===== src/rtl/game_io_pkg.sv =====
// rtl/game_io_pkg.sv - shared button front-end constants, types and cycle helper
package game_io_pkg;

    localparam int CLK_HZ          = 100_000_000;
    localparam int DEBOUNCE_MS     = 10;
    localparam int NUM_BTN_DEFAULT = 4;

    typedef logic [NUM_BTN_DEFAULT-1:0] btn_vec_t;

    function automatic int ms_to_cycles(input int clk_hz, input int ms);
        return (clk_hz / 1000) * ms;
    endfunction

endpackage


===== src/rtl/debounce_channel.sv =====
// rtl/debounce_channel.sv - one button channel: sync chain, debounce counter, strobes
// Auto-repeat logic is built only when BUTTON_DEBOUNCE_REPEAT_EN is defined.
module debounce_channel #(
    parameter int SYNC_STAGES     = 3,
    parameter int DEBOUNCE_CYCLES = 1000000,
    parameter int REPEAT_DELAY    = 50000000,
    parameter int REPEAT_PERIOD   = 10000000
) (
    input  logic clk,
    input  logic rst,
    input  logic btn_raw,
    output logic level,
    output logic press_pulse,
    output logic release_pulse,
    output logic repeat_pulse
);

    localparam int CNT_W = $clog2(DEBOUNCE_CYCLES + 1);
    localparam logic [CNT_W-1:0] CNT_LAST = CNT_W'(DEBOUNCE_CYCLES - 1);

    logic [SYNC_STAGES-1:0] sync_q;
    logic [CNT_W-1:0]       cnt;
    logic                   sync_bit;
    logic                   accept;

    assign sync_bit = sync_q[SYNC_STAGES-1];
    // Disagreement has persisted for the full window on this edge.
    assign accept   = (sync_bit != level) && (cnt == CNT_LAST);

    always_ff @(posedge clk) begin
        if (rst) begin
            sync_q        <= '0;
            cnt           <= '0;
            level         <= 1'b0;
            press_pulse   <= 1'b0;
            release_pulse <= 1'b0;
        end else begin
            sync_q        <= {sync_q[SYNC_STAGES-2:0], btn_raw};
            press_pulse   <= accept & sync_bit;
            release_pulse <= accept & ~sync_bit;
            if (sync_bit == level) begin
                cnt <= '0;
            end else if (accept) begin
                cnt   <= '0;
                level <= sync_bit;
            end else begin
                cnt <= cnt + 1'b1;
            end
        end
    end

`ifdef BUTTON_DEBOUNCE_REPEAT_EN
    localparam int RPT_MAX = (REPEAT_DELAY > REPEAT_PERIOD) ? REPEAT_DELAY : REPEAT_PERIOD;
    localparam int RPT_W   = $clog2(RPT_MAX + 1);
    localparam logic [RPT_W-1:0] DELAY_LAST  = RPT_W'(REPEAT_DELAY - 1);
    localparam logic [RPT_W-1:0] PERIOD_LAST = RPT_W'(REPEAT_PERIOD - 1);

    logic [RPT_W-1:0] rpt_cnt;
    logic             rpt_armed;
    logic             rpt_hit;

    // Before the first repeat the window is the initial delay, afterwards the period.
    assign rpt_hit = rpt_armed ? (rpt_cnt == PERIOD_LAST) : (rpt_cnt == DELAY_LAST);

    always_ff @(posedge clk) begin
        if (rst || !level || accept) begin
            rpt_cnt      <= '0;
            rpt_armed    <= 1'b0;
            repeat_pulse <= 1'b0;
        end else begin
            repeat_pulse <= rpt_hit;
            if (rpt_hit) begin
                rpt_cnt   <= '0;
                rpt_armed <= 1'b1;
            end else begin
                rpt_cnt <= rpt_cnt + 1'b1;
            end
        end
    end
`else
    // Tied low; the repeat parameters stay referenced so both builds share one interface.
    assign repeat_pulse = (REPEAT_DELAY < 0) && (REPEAT_PERIOD < 0);
`endif

endmodule


===== src/rtl/button_debounce.sv =====
// rtl/button_debounce.sv - multi-channel push-button debouncer with press/release strobes
// Optional auto-repeat via BUTTON_DEBOUNCE_REPEAT_EN.
module button_debounce
    import game_io_pkg::*;
#(
    parameter int NUM_BTN         = NUM_BTN_DEFAULT,
    parameter int SYNC_STAGES     = 3,
    parameter int DEBOUNCE_CYCLES = ms_to_cycles(CLK_HZ, DEBOUNCE_MS),
    parameter int REPEAT_DELAY    = 50000000,
    parameter int REPEAT_PERIOD   = 10000000
) (
    input  logic               clk,
    input  logic               rst,
    input  logic [NUM_BTN-1:0] btn_in,
    output logic [NUM_BTN-1:0] btn_level,
    output logic [NUM_BTN-1:0] btn_press,
    output logic [NUM_BTN-1:0] btn_release,
    output logic [NUM_BTN-1:0] btn_repeat
);

    for (genvar i = 0; i < NUM_BTN; i++) begin : g_ch
        debounce_channel #(
            .SYNC_STAGES     (SYNC_STAGES),
            .DEBOUNCE_CYCLES (DEBOUNCE_CYCLES),
            .REPEAT_DELAY    (REPEAT_DELAY),
            .REPEAT_PERIOD   (REPEAT_PERIOD)
        ) u_ch (
            .clk           (clk),
            .rst           (rst),
            .btn_raw       (btn_in[i]),
            .level         (btn_level[i]),
            .press_pulse   (btn_press[i]),
            .release_pulse (btn_release[i]),
            .repeat_pulse  (btn_repeat[i])
        );
    end

endmodule


===== config.mk =====
export PLATFORM = sky130hd
export DESIGN_NAME = button_debounce
export DESIGN_NICKNAME = d
export VERILOG_FILES = /design/src/rtl/game_io_pkg.sv /design/src/rtl/debounce_channel.sv /design/src/rtl/button_debounce.sv
export SDC_FILE = /design/constraint.sdc
export NUM_CORES = 1
export LEC_CHECK = 0
export ABC_AREA = 0
export BUFFER_PORTS_ARGS = -buffer_cell sky130_fd_sc_hd__buf_2
export CORE_ASPECT_RATIO = 1.2
export CORE_MARGIN = 4
export CORE_UTILIZATION = 31
export DETAILED_ROUTE_END_ITERATION = 16
export GPL_TIMING_DRIVEN = 0
export SLEW_MARGIN = 30
export SYNTH_ARGS = -nofsm -noshare
export SYNTH_HDL_FRONTEND = slang
export SYNTH_SLANG_ARGS = --single-unit

===== constraint.sdc =====
create_clock -name clk -period 4.2 [get_ports clk]
set_clock_uncertainty 0.15 [all_clocks]
set_input_delay 0.84 -clock clk [delete_from_list [all_inputs] [get_ports clk]]
set_output_delay 0.84 -clock clk [all_outputs]
set_load 0.01 [all_outputs]

==> impl_metrics.json <==
{
  "status": "complete, no violations",
  "cap_violations": 0,
  "regArea_um2": 2080,
  "hold_violations": 0,
  "core_um2": 14000,
  "cts_max_path_buffers": 2,
  "hpwl_mm": 5.96,
  "hp-class": "register to register",
  "synth_edf_count": 0,
  "io_buffers": 16,
  "vias": 3431,
  "start_util_pct": 32.2,
  "drtIter0Drc": 101,
  "fin_cells": 709,
  "finalWorstSetupSlack_ns": 1.80,
  "yosysTopAreaCell": "dfxtp_1",
  "comb_power_share_pct": 1.2,
  "grt_overflow_total": 0,
  "powerDensity_nw_per_um2": 384,
  "finalSetupViolations": 0,
  "synth-seq-cells": 104,
  "reg2reg_depth": 7,
  "multi_input_area_um2": 2180,
  "whs_ns": 0.285,
  "insertion_delay_ns": 0.34,
  "place_area_um2": 4810,
  "ioPinCount": 22,
  "switching_share_pct": 18.6,
  "postLayoutCoreUtil_pct": 36.9,
  "ctsHoldBuffers": 0,
  "clk_pin_slew_ns": 0.06,
  "ys.flop_type": "dfxtp_1",
  "p_seq_share_pct": 50.1,
  "grt_max_degree": 17,
  "drv_slew": 0,
  "critPathKind": "register to register",
  "final_area_um2": 5160,
  "first_pass_iters": 4,
  "clock.fmax_ghz": 0.417,
  "min_period_ns": 2.40,
  "peakVddDrop_mv": 0.247,
  "dieArea_um2": 16500,
  "rrSetupSlack_ns": 1.80,
  "post-cts-setup-buffer-count": 0,
  "endpoint_kind": "register",
  "netlist_area_um2": 4500,
  "area_growth_syn_to_layout_pct": 14.7,
  "gr-usage-all-layers_pct": 10.4,
  "synth_top_area_share_pct": 46.3,
  "grt_pass1_wl_mm": 14.5,
  "critPathArrivalTime_ns": 2.46,
  "drive_gt1_share_pct": 11.3,
  "tns_ns": 0,
  "grt_pass1_vias": 3290,
  "tightest_slew_ns": 0.688,
  "cts_buffers": 9,
  "clockPowerShare_pct": 48.7,
  "ys_seq_area_share_pct": 46.3,
  "ctsHtreeMaxLevel": 3,
  "rsz0062_at_grt": "no",
  "start_kind": "register",
  "diodes": 0,
  "via_per_inst": 4.84,
  "dp_cells": 693,
  "wl_per_cell_um": 11.5,
  "cts_root_buffer": "clkbuf_16",
  "layout.nets": 543,
  "final_antenna_net_count": 0,
  "gp_congestion": 0.795,
  "ys_types": 49,
  "place_ws_ns": 1.78,
  "ctsResizeCount": 0,
  "netlist_instances": 503,
  "wirelength_mm": 8.14,
  "antenna_found_initial": 0,
  "avgSynthCellArea_um2": 8.95,
  "yosys-top-cells-area": "dfxtp_1 (46%), xnor2_1 (7.4%), nor2_1 (6.4%)",
  "min_path_cells": 1,
  "row_count": 47,
  "synthArstFlopShare_pct": 0,
  "cts_tree": "built",
  "slew_headroom_pct": 53.7,
  "ys_warn_count": 0,
  "finalPower_mw": 1.98,
  "cp_max_fo": 10,
  "switchingPower_uw": 368,
  "die_w_um": 118,
  "internal-power_mw": 1.61,
  "fin_crit_sh_pct": 57.0,
  "n_fill_cell": 1445,
  "required_ns": 4.27,
  "die_h_um": 140,
  "drc_errors": 0,
  "cts_sinks": 104,
  "p_leak_nw": 1.62
}
## layer usage
metal  GRT usage [%]  up-vias  wire (um)
met5               0        -          0
met4            4.57        0        181
met3            2.38       13        219
met2            17.9       28       3860
met1            12.3     1606       3880
li1                -     1784          -
## state kept, by name (all words and copies together) (netlist names)
register and cells:
g_ch.u_ch.cnt 80, g_ch.u_ch.release_pulse 4, g_ch.u_ch.sync_q 12, g_ch.u_ch.press_pulse 4, g_ch.u_ch.level 4
## logic make-up after synthesis
logic type                 count (synthesis)  synth area share, %
muxes                                      1                0.222
buffers and inverters                     47                 5.53
AOI/OAI and AO/OA                         42                 6.03
DFF                                      104                 46.3
and+or+nand+nor                          245                 29.3
other                                      1               0.0833
adders and majority gates                  4                 1.11
xor gates and xnor gates                  59                 11.5
## path summary, 6_finish.rpt
path	startpoint	endpoint
setup / recovery	g_ch[0].u_ch.cnt[0]$_SDFF_PP0_	g_ch[0].u_ch.cnt[11]$_SDFF_PP0_
hold / removal	g_ch[2].u_ch.cnt[0]$_SDFF_PP0_	g_ch[2].u_ch.cnt[0]$_SDFF_PP0_
setup reg to reg	g_ch[0].u_ch.cnt[0]$_SDFF_PP0_	g_ch[0].u_ch.cnt[11]$_SDFF_PP0_
hold reg to reg	g_ch[2].u_ch.cnt[0]$_SDFF_PP0_	g_ch[2].u_ch.cnt[0]$_SDFF_PP0_
## area by class of cell
class	instances	share of cell area (%)
tap	171	4.15
multi-input combinational	355	42.3
timing repair buffer	16	1.55
buffer	32	3.73
sequential	104	40.3
clock buffer	11	4.90
clock inverter	5	1.99
inverter	15	1.09
## layout by cell type, fill, tap and decap left out, types with 2 or more instances in the layout
cell and n:
dfxtp_1 104, nor2_1 77, xnor2_1 38, nand3_1 25, nand2_1 23, xor2_1 21
buf_2 20, nand4_1 19, nor4_1 16, buf_4 16, inv_1 15, a21oi_1 15
nor2b_1 13, nor3_1 13, clkbuf_1 11, or4_1 11, o31ai_1 10, or3_1 9
clkbuf_16 9, o21ai_0 8, and3_1 7, nand2b_1 5, and4_1 4, and2_1 4
ha_1 4, conb_1 4, or4b_1 3, bufinv_16 3, nor4b_1 2, nand3b_1 2
and3b_1 2, o221ai_1 2, clkbuf_8 2
## synth_stat cells, drive strengths merged, types with 7 or more instances
cell    count
o21ai      10
a21oi      15
and3        7
nor4       16
nand2      23
clkbuf     11
or4        12
o31ai      10
xor2       21
or3         9
buf        21
xnor2      38
nand4      20
nor3       13
nand3      25
dfxtp     104
inv        15
nor2b      13
nor2       77
## worst max-delay path: stages (launching register included)
cell and delay, ns:
dfxtp_1 0.37, ha_1 0.15, clkbuf_1 0.29, inv_1 0.06, or4_1 0.56, o21ai_0 0.22
clkbuf_1 0.38, nor2_1 0.09
## power groups by stage
stage / sequential (mW) / clock (mW) / combinational, mW
finish: 0.993 / 0.966 / 0.0230
global route: 0.993 / 1.03 / 0.0259
CTS: 0.993 / 0.990 / 0.0235
detailed placement: 1.02 / 0 / 0.0235
global placement: 1.02 / 0 / 0.0232
floorplan: 1.02 / 0 / 0.0173
Power figures use the tool's default switching activity.
